==> src/rtl/rv32_pkg.sv <==
// Shared RV32 definitions for the M-extension multiply/divide datapath.
package rv32_pkg;

  localparam int XLEN = 32;

  typedef enum logic [2:0] {
    OP_MUL    = 3'b000,
    OP_MULH   = 3'b001,
    OP_MULHSU = 3'b010,
    OP_MULHU  = 3'b011,
    OP_DIV    = 3'b100,
    OP_DIVU   = 3'b101,
    OP_REM    = 3'b110,
    OP_REMU   = 3'b111
  } muldiv_op_e;

  typedef enum logic [1:0] {
    S_IDLE = 2'd0,
    S_CALC = 2'd1,
    S_DONE = 2'd2
  } muldiv_state_e;

  function automatic logic op_is_div(input muldiv_op_e op);
    return (op == OP_DIV) || (op == OP_DIVU) || (op == OP_REM) || (op == OP_REMU);
  endfunction

  function automatic logic op_is_rem(input muldiv_op_e op);
    return (op == OP_REM) || (op == OP_REMU);
  endfunction

endpackage

==> src/rtl/restoring_divider.sv <==
// Unsigned restoring divider, one quotient bit per cycle; o_done marks the final step,
// and o_quot/o_rem carry the values produced by the current step.
module restoring_divider #(
  parameter int DATA_WIDTH = 32
) (
  input  logic                  clk,
  input  logic                  rst,
  input  logic                  i_start,
  input  logic [DATA_WIDTH-1:0] i_dividend,
  input  logic [DATA_WIDTH-1:0] i_divisor,
  output logic                  o_done,
  output logic [DATA_WIDTH-1:0] o_quot,
  output logic [DATA_WIDTH-1:0] o_rem
);

  localparam int W  = DATA_WIDTH;
  localparam int CW = $clog2(W);

  logic          r_busy;
  logic [CW-1:0] r_cnt;
  logic [W-1:0]  r_quot;
  logic [W-1:0]  r_rem;
  logic [W-1:0]  r_divisor;

  logic [W:0]    w_shift;
  logic [W:0]    w_diff;
  logic          w_ge;

  // The borrow out of the trial subtraction decides whether to restore.
  assign w_shift = {r_rem, r_quot[W-1]};
  assign w_diff  = w_shift - {1'b0, r_divisor};
  assign w_ge    = ~w_diff[W];
  assign o_quot  = {r_quot[W-2:0], w_ge};
  assign o_rem   = w_ge ? w_diff[W-1:0] : w_shift[W-1:0];
  assign o_done  = r_busy && (r_cnt == CW'(W - 1));

  always_ff @(posedge clk) begin
    if (rst) begin
      r_busy    <= 1'b0;
      r_cnt     <= '0;
      r_quot    <= '0;
      r_rem     <= '0;
      r_divisor <= '0;
    end else if (i_start) begin
      r_busy    <= 1'b1;
      r_cnt     <= '0;
      r_quot    <= i_dividend;
      r_rem     <= '0;
      r_divisor <= i_divisor;
    end else if (r_busy) begin
      r_quot <= o_quot;
      r_rem  <= o_rem;
      r_cnt  <= r_cnt + 1'b1;
      if (o_done) begin
        r_busy <= 1'b0;
      end
    end
  end

endmodule

==> src/rtl/muldiv_unit.sv <==
// Iterative RV32M multiply/divide with start/busy/done handshake and sign correction.
// Define MULDIV_FAST_MUL_EN to resolve all multiplies combinationally at acceptance.
module muldiv_unit
  import rv32_pkg::*;
#(
  parameter int DATA_WIDTH = XLEN
) (
  input  logic                  clk,
  input  logic                  rst,
  input  logic                  start_i,
  input  logic [2:0]            funct3_i,
  input  logic [DATA_WIDTH-1:0] rs1_i,
  input  logic [DATA_WIDTH-1:0] rs2_i,
  output logic                  busy_o,
  output logic                  done_o,
  output logic [DATA_WIDTH-1:0] result_o
);

  localparam int W  = DATA_WIDTH;
  localparam int CW = $clog2(W);
  localparam logic [W-1:0] MIN_NEG = {1'b1, {(W-1){1'b0}}};

  muldiv_state_e r_state;
  muldiv_state_e w_state_nxt;

  logic [CW-1:0]  r_cnt;
  muldiv_op_e     r_op;
  logic           r_neg_res;
  logic           r_neg_rem;
  logic [W-1:0]   r_mcand;
  logic [2*W-1:0] r_acc;
  logic [W-1:0]   r_result;

  muldiv_op_e     w_op;
  logic           w_accept;
  logic           w_is_div;
  logic           w_rs1_signed;
  logic           w_rs2_signed;
  logic           w_a_neg;
  logic           w_b_neg;
  logic [W-1:0]   w_a_mag;
  logic [W-1:0]   w_b_mag;
  logic           w_div0;
  logic           w_ovf;
  logic           w_special;
  logic [W-1:0]   w_special_res;

  logic [W:0]     w_sum;
  logic [2*W-1:0] w_acc_nxt;
  logic [2*W-1:0] w_prod;
  logic [W-1:0]   w_mul_res;
  logic           w_last;
  logic           w_calc_end;

  logic           w_div_start;
  logic           w_div_done;
  logic [W-1:0]   w_quot;
  logic [W-1:0]   w_rem;
  logic [W-1:0]   w_div_res;

  // Operand decode at the accepting edge: signs, magnitudes, special cases.
  assign w_op         = muldiv_op_e'(funct3_i);
  assign w_is_div     = op_is_div(w_op);
  assign w_accept     = start_i && (r_state != S_CALC);
  assign w_rs1_signed = (w_op == OP_MULH) || (w_op == OP_MULHSU) || (w_op == OP_DIV) || (w_op == OP_REM);
  assign w_rs2_signed = (w_op == OP_MULH) || (w_op == OP_DIV) || (w_op == OP_REM);
  assign w_a_neg      = w_rs1_signed && rs1_i[W-1];
  assign w_b_neg      = w_rs2_signed && rs2_i[W-1];
  assign w_a_mag      = w_a_neg ? (~rs1_i + 1'b1) : rs1_i;
  assign w_b_mag      = w_b_neg ? (~rs2_i + 1'b1) : rs2_i;
  assign w_div0       = w_is_div && (rs2_i == '0);
  assign w_ovf        = ((w_op == OP_DIV) || (w_op == OP_REM)) && (rs1_i == MIN_NEG) && (rs2_i == '1);

`ifdef MULDIV_FAST_MUL_EN
  logic signed [2*W-1:0] w_fa;
  logic signed [2*W-1:0] w_fb;
  logic [2*W-1:0]        w_fast_prod;

  assign w_fa        = {{W{w_a_neg}}, rs1_i};
  assign w_fb        = {{W{w_b_neg}}, rs2_i};
  assign w_fast_prod = w_fa * w_fb;
  assign w_special   = w_div0 || w_ovf || !w_is_div;
`else
  assign w_special   = w_div0 || w_ovf;
`endif

  always_comb begin
    w_special_res = '1;
    if (w_div0) begin
      w_special_res = op_is_rem(w_op) ? rs1_i : '1;
    end else if (w_ovf) begin
      w_special_res = op_is_rem(w_op) ? '0 : MIN_NEG;
    end
`ifdef MULDIV_FAST_MUL_EN
    else if (!w_is_div) begin
      w_special_res = (w_op == OP_MUL) ? w_fast_prod[W-1:0] : w_fast_prod[2*W-1:W];
    end
`endif
  end

  // Shift-add: multiplier sits in the low half and shifts out as the product shifts in.
  assign w_sum     = {1'b0, r_acc[2*W-1:W]} + (r_acc[0] ? {1'b0, r_mcand} : '0);
  assign w_acc_nxt = {w_sum, r_acc[W-1:1]};
  assign w_prod    = r_neg_res ? (~w_acc_nxt + 1'b1) : w_acc_nxt;
  assign w_mul_res = (r_op == OP_MUL) ? w_prod[W-1:0] : w_prod[2*W-1:W];

  assign w_div_start = w_accept && w_is_div && !w_special;
  assign w_div_res   = op_is_rem(r_op) ? (r_neg_rem ? (~w_rem + 1'b1) : w_rem)
                                       : (r_neg_res ? (~w_quot + 1'b1) : w_quot);

  assign w_last     = (r_cnt == CW'(W - 1));
  assign w_calc_end = op_is_div(r_op) ? w_div_done : w_last;

  restoring_divider #(
    .DATA_WIDTH(W)
  ) u_div (
    .clk       (clk),
    .rst       (rst),
    .i_start   (w_div_start),
    .i_dividend(w_a_mag),
    .i_divisor (w_b_mag),
    .o_done    (w_div_done),
    .o_quot    (w_quot),
    .o_rem     (w_rem)
  );

  always_ff @(posedge clk) begin
    if (rst) begin
      r_state <= S_IDLE;
    end else begin
      r_state <= w_state_nxt;
    end
  end

  always_comb begin
    w_state_nxt = r_state;
    busy_o      = 1'b0;
    done_o      = 1'b0;
    case (r_state)
      S_IDLE, S_DONE: begin
        done_o = (r_state == S_DONE);
        if (w_accept) begin
          w_state_nxt = w_special ? S_DONE : S_CALC;
        end else begin
          w_state_nxt = S_IDLE;
        end
      end
      S_CALC: begin
        busy_o = 1'b1;
        if (w_calc_end) begin
          w_state_nxt = S_DONE;
        end
      end
      default: w_state_nxt = S_IDLE;
    endcase
  end

  always_ff @(posedge clk) begin
    if (rst) begin
      r_cnt     <= '0;
      r_op      <= OP_MUL;
      r_neg_res <= 1'b0;
      r_neg_rem <= 1'b0;
      r_mcand   <= '0;
      r_acc     <= '0;
      r_result  <= '0;
    end else if (w_accept) begin
      r_cnt     <= '0;
      r_op      <= w_op;
      r_neg_res <= w_a_neg ^ w_b_neg;
      r_neg_rem <= w_a_neg;
      r_mcand   <= w_a_mag;
      r_acc     <= {{W{1'b0}}, w_b_mag};
      if (w_special) begin
        r_result <= w_special_res;
      end
    end else if (r_state == S_CALC) begin
      r_cnt <= r_cnt + 1'b1;
      r_acc <= w_acc_nxt;
      if (w_calc_end) begin
        r_result <= op_is_div(r_op) ? w_div_res : w_mul_res;
      end
    end
  end

  assign result_o = r_result;

endmodule

==> config.mk <==
export PLATFORM = sky130hd
export DESIGN_NAME = muldiv_unit
export DESIGN_NICKNAME = d
export VERILOG_FILES = /design/src/rtl/rv32_pkg.sv /design/src/rtl/restoring_divider.sv /design/src/rtl/muldiv_unit.sv
export SDC_FILE = /design/constraint.sdc
export NUM_CORES = 1
export LEC_CHECK = 0
export CORE_MARGIN = 1.5
export CORE_UTILIZATION = 62
export CTS_CLUSTER_SIZE = 25
export DETAILED_ROUTE_END_ITERATION = 12
export GPL_TIMING_DRIVEN = 1
export PLACE_DENSITY = 0.82
export SLEW_MARGIN = 5
export SYNTH_ARGS = -nofsm -noshare
export SYNTH_HDL_FRONTEND = slang
export SYNTH_SLANG_ARGS = --single-unit
==> constraint.sdc <==
create_clock -name clk -period 6.65 [get_ports clk]
set_input_delay 1.6625 -clock clk [delete_from_list [all_inputs] [get_ports clk]]
set_output_delay 1.6625 -clock clk [all_outputs]
set_load 0.02 [all_outputs]
Word level (Yosys, flattened, before mapping):

Cells that the tools add are included.

* bits in registers: 242
* bits in latches: 0
* RAM bits: 0
* memory bits (read-only): 0
* logic and storage cells: 116
* memories: 0

* add/sub/neg operators: 9
* multiply operators: 0
* divide/modulo/power cells: 0
* $lt $le $gt $ge: 0
* eq/ne operators: 19
* shift-type cells: 0
* muxes and demuxes: 32
* bitwise operators: 7
* reductions and logical operators: 35

Operators by type and width (count)
* 32-bit 2-to-1 mux: 21
* 32-bit by 1-bit adder with 32-bit output, second input constant: 4
* 32-bit inverter: 4
* 64-bit by 1-bit adder with 64-bit output, second input constant: 1
* 32-bit == test, second input constant: 2
* 64-bit 2-to-1 mux: 1
* 64-bit inverter: 1
* 32-bit by 32-bit adder with 33-bit output: 1
* 33-bit by 32-bit subtractor with 33-bit output: 1
* 32-bit zero test: 1
* 3-bit == test, second input constant: 8
* 1-bit logical OR: 15
* 5-bit by 1-bit adder with 5-bit output, second input constant: 2
* 5-bit == test, second input constant: 2
* 1-bit logical AND: 9
* 1-bit 2-to-1 mux: 6
* 2-bit 2-to-1 mux: 3
* 2-bit nonzero test: 3
* 2-bit OR reduction: 3
* 2-bit by 1-bit != test with 1-bit output, second input constant: 2
* 2-bit one-hot mux with 2 select lines: 1
* 3-bit by 1-bit == test with 1-bit output, second input constant: 1
* 3-bit by 2-bit == test with 1-bit output, second input constant: 1
* 3-bit zero test: 1
* other kinds (8): 8

Longest topological paths before layout:

* depth after elaboration: 10
* depth in mapped cells: 28

By module:

Synthesis repeated with hierarchy kept, for this count alone.

* cell total of the unflattened synthesis: 2801
* area, all modules: 20315.7 um^2

Modules (own cells, without submodules)
* muldiv_unit: instances 1, cells each 1949, area each 13728.2 um^2, seq. area each 2802.7 um^2
* restoring_divider: instances 1, cells each 852, area each 6587.6 um^2, seq. area each 2042.0 um^2

Worst setup path after synthesis:

OpenSTA, ideal clock, no wires.

* kind: register to register
* start: register u_div.r_divisor[13]
* end: register r_result[28], in the netlist result_o[28]
* setup time: 117 ps
* arrival: 4637 ps
* setup slack: 1896 ps
* cell stages (with the launch flop): 27
* buffers on the path: 5
* path through: dfxtp_1 > inv_1 > ha_1 > buf_6 > a211o_1 > a21oi_2 > a2bb2oi_2 > nand3_2 > or4_4 > and2_1 > buf_2 > inv_2 > buf_2 > buf_4 > buf_4 > o21ai_0 > inv_1 > ha_1 > nand2_1 > nor4_1 > nand3_1 > o21ai_1 > o211ai_2 > o31ai_2 > xnor2_1 > a41oi_1 > a22o_1

* cells in the longest elaborated chain, start to end: 10
* elaborated cells on any way between the ends: 14

Ends and longest elaborated chain
* from (decl): line restoring_divider.sv:23 `logic [W-1:0] r_divisor;`
* from (signal assigned): line restoring_divider.sv:49 `r_divisor <= i_divisor;`
* 33-bit by 32-bit subtractor with 33-bit output (*): line restoring_divider.sv:31 `assign w_diff = w_shift - {1'b0, r_divisor};`
* 32-bit 2-to-1 mux or 1-bit inverter (tied branches): line restoring_divider.sv:34, restoring_divider.sv:32
* 32-bit inverter (on tied branches): line muldiv_unit.sv:108, muldiv_unit.sv:109
* 32-bit by 1-bit adder with 32-bit output (on tied branches): line muldiv_unit.sv:108, muldiv_unit.sv:109
* 32-bit 2-to-1 mux (on tied branches): line muldiv_unit.sv:108, muldiv_unit.sv:109
* 32-bit 2-to-1 mux (*): line muldiv_unit.sv:108 `assign w_div_res = op_is_rem(r_op) ? (r_neg_rem ? (~w_rem + 1'b1) : w_rem)`
* 32-bit 2-to-1 mux (*): line muldiv_unit.sv:181 `r_result <= op_is_div(r_op) ? w_div_res : w_mul_res;`
* 32-bit 2-to-1 mux (*): line muldiv_unit.sv:180 `if (w_calc_end) begin`
* 32-bit 2-to-1 mux (*): line muldiv_unit.sv:177 `end else if (r_state == S_CALC) begin`
* 32-bit 2-to-1 mux (*): line muldiv_unit.sv:167 `end else if (w_accept) begin`
* to (signal assigned): line muldiv_unit.sv:175 `r_result <= w_special_res;`
* to (signal assigned): line muldiv_unit.sv:181
* to (decl): line muldiv_unit.sv:32 `logic [W-1:0] r_result;`

Mark *: on every way between the ends. The rest lies on a longest branch, timed or not. The select of a mux whose other input is x is not followed.
A chain may end at the register's enable or synchronous reset.

Worst setup path in the final report:

* start: register u_div.r_divisor[0]
* end: register r_result[24], in the netlist result_o[24]

The elaborated chain is that of the path after synthesis.

==> metrics.cfg <==
[clocking]
root_buffer=clkbuf_16
clk_latency_ns=0.57
numCtsBuffers=29
clockBufferDepth=3
clkSlewWorstSetupHoldPaths_ns=0.07
clock_sinks=242
cts_hold_buf=0
cts.repair.resized=0
cts_setup_buffers=0
htreeDepth=1
cts_tree=done

[detailed_routing]
wl_mm=74.6
via_per_inst=6.95
drt-pass1-iter-count=6
detail_route.iter0.violations=2963
wl_per_cell_um=24.3
ant_nets=0
vias=21400
drc=0

[placed_design]
placed_cells=3023
pre_cts_ws_ns=0.743
gp_congestion=1.03
hpwlAfterDp_mm=56.6
port_buffers=103

[yosys]
synth_edf_count=0
synthCells=2672
synth_top_family_by_area=compound AO/OA/AOI/OAI gates
async_flop_share_pct=0
synthMuxAreaShare_pct=3.20
synth-seq-cells=242
synthAdderAreaFrac_pct=4.89
synth.avg_cell_area_um2=7.40
syn_area_um2=19800
synth_xor_area_share_pct=8.86
ys_types=109
yosys_warnings=0
syn_nets=2818
seq_area_frac_synth_pct=24.5
synth_compound_area_share_pct=30.0
synthFlopType=dfxtp_1
synthSimpleGateAreaFrac_pct=23.2

[floorplanning]
initial_utilization_pct=62.8
die-area_um2=33000
die_h_um=182
dieWidth_um=182
rows=65
core_um2=31500
io_pins=104

[timing]
report.final.hold_viol_count=0
period_needed_ns=5.68
slew-limit-headroom_pct=11.9
slew_viol_final=0
fin_crit_sh_pct=85.4
tightestPinTransition_ns=1.31
finClkSkew_ns=0.0136
worst_slack_ns=0.971
max_freq_ghz=0.176
finalSetupViolations=0
fin_setup_tns_ns=0
fin_hold_ws_ns=0.458
grt_setup_unrepaired=false

[worst_setup_path]
slowest_delay_ns=0.69
cp_slowest_cell=or4_4
rrSetupSlack_ns=0.97
rr_worst_depth=22
path_cells=ha_1 > inv_1 > fa_1 > nand3_1 > a21oi_1 > o21ai_1 > nand3_2 > or4_4 > and2_2 > inv_2 > o21ai_0 > inv_1 > ha_1 > nand2_1 > nor4_1 > nand3_1 > o21ai_1 > o211ai_2 > o31ai_1 > xor2_1 > a221oi_2 > a211oi_1
reg2reg_from=u_div.r_divisor[0]
crit_fanout=21
worstPathRequired_ns=7.13
arrival_ns=6.15
worst_setup_path_start_kind=flip-flop
crit_type=flip-flop to flip-flop
r2r_end=result_o[24]
cp-end-kind=flip-flop

[global_route]
grt_pass1_vias=19400
grt_pass1_wl_mm=114
grt_max_degree=120
grt_usage_pct=44.2
overflow=0
antenna_found_initial=0

[worst_hold_path]
hold_class=flip-flop to flip-flop
min_path_cells=2
hold_start=u_div.r_divisor[29]
holdPathEnd=u_div.r_divisor[29]

[finish]
drive_above_1_share_pct=6.25
fillers=2686
area_delta_synth_final_pct=10.4
layoutNonFillerInstCount=3076
finalNetCount=2798
diodes=0

[run]
drv_cap=0

[outcome]
status=completed

[pwr]
powerDensity_nw_per_um2=256
p_leak_uw=0.00797
ir_worst_vdd_uv=216

## cells in the mapped netlist (all sizes together) (33+ instances only)
library cell  count  share of area, %
a211oi          207               7.9
a21oi           242               6.1
and2             48               1.5
buf              33              0.92
clkbuf          157               3.0
dfxtp           242                25
ha               74               4.7
inv              76               1.4
mux2i            56               2.9
nand2           241               4.6
nand3            43               1.1
nor2            316               6.0
nor2b            41               1.3
nor3             76               2.0
o21ai           161               4.1
o31ai            44               1.8
xnor2           113               5.0
xor2             87               3.9
## worst max-delay path by stage
stage / cells past startpoint / from / endpoint / slack, ns
global placement: 13 / rs1_i[8] / result_o[31] / 0.84
global route: 23 / u_div.r_quot[31] / result_o[24] / 0.56
floorplan: 26 / u_div.r_divisor[13] / result_o[28] / 1.90
detailed placement: 14 / rs1_i[8] / result_o[21] / 0.74
CTS: 23 / u_div.r_quot[31] / result_o[24] / 1.13
finish: 22 / u_div.r_divisor[0] / result_o[24] / 0.97
## state kept, by name (all words and copies together), names as in the netlist, 5 cells and up
signal / count
r_acc: 64
r_cnt: 5
r_mcand: 32
result_o: 32
u_div.r_cnt: 5
u_div.r_divisor: 32
u_div.r_quot: 32
u_div.r_rem: 32
## stage by stage
step / power (uW) / utilization [%] / area [um^2]
final: 5600 / 69.4 / 21800
after detailed placement: 3820 / 66.2 / 20800
after CTS: 5490 / 69.4 / 21800
after global routing: 5800 / 69.4 / 21800
after global placement: 3780 / 66.2 / 20800
after floorplan: 3210 / - / 19800
## cells in the final DEF (no fill, tap or decap), types with 37 or more instances in the layout
cell / instances
xor2_1: 87
inv_1: 74
nor3_1: 73
ha_1: 74
o21ai_0: 140
a21oi_1: 241
a211oi_1: 205
nand2_1: 240
mux2i_1: 55
nand3_1: 41
buf_4: 37
xnor2_1: 113
nor2_1: 313
o31ai_1: 40
and2_1: 45
nor2b_1: 41
clkdlybuf4s50_1: 101
dfxtp_1: 240
## layer usage
layer	global-route usage (%)	vias up	part of all wire (%)
li1	-	9770	-
met1	58.4	9938	40
met2	66.2	1382	42
met3	6.88	274	11
met4	30.9	0	8.0
met5	0	-	0
## power by group
group | switching (uW) | internal, uW
clock network | 717 | 979
registers | 124 | 1540
logic | 1470 | 773
total | 2310 | 3290
## kinds of logic (layout without fill, tap and decap cells)
group,count (synthesis),count (layout)
and+or+nand+nor,942,942
AOI/OAI and AO/OA,885,885
buffers and inverters,267,269
DFF,242,242
xor gates and xnor gates,200,200
adders and majority gates,76,76
muxes,60,60
## area by class of cell
cell class | count | area (um^2) | share of cell area (%)
inverters | 77 | 289 | 1.32
well taps | 402 | 503 | 2.30
clock inverters | 19 | 213 | 0.974
clock buffers | 34 | 795 | 3.64
flip-flops and latches | 242 | 4850 | 22.2
repair buffers | 139 | 1290 | 5.93
multi-input cells | 2163 | 13900 | 63.6
## critical path, delay by kind of cell, from the launching register on
family | cells | cell delay, ns
AO/OA/AOI/OAI | 8 | 1.83
AND/OR/NAND/NOR | 7 | 1.69
adder cells (fa/ha/maj) | 3 | 0.84
buffers and inverters | 3 | 0.44
flip-flops | 1 | 0.40
XOR/XNOR | 1 | 0.39
No activity file was read; power rests on OpenSTA's default activity.
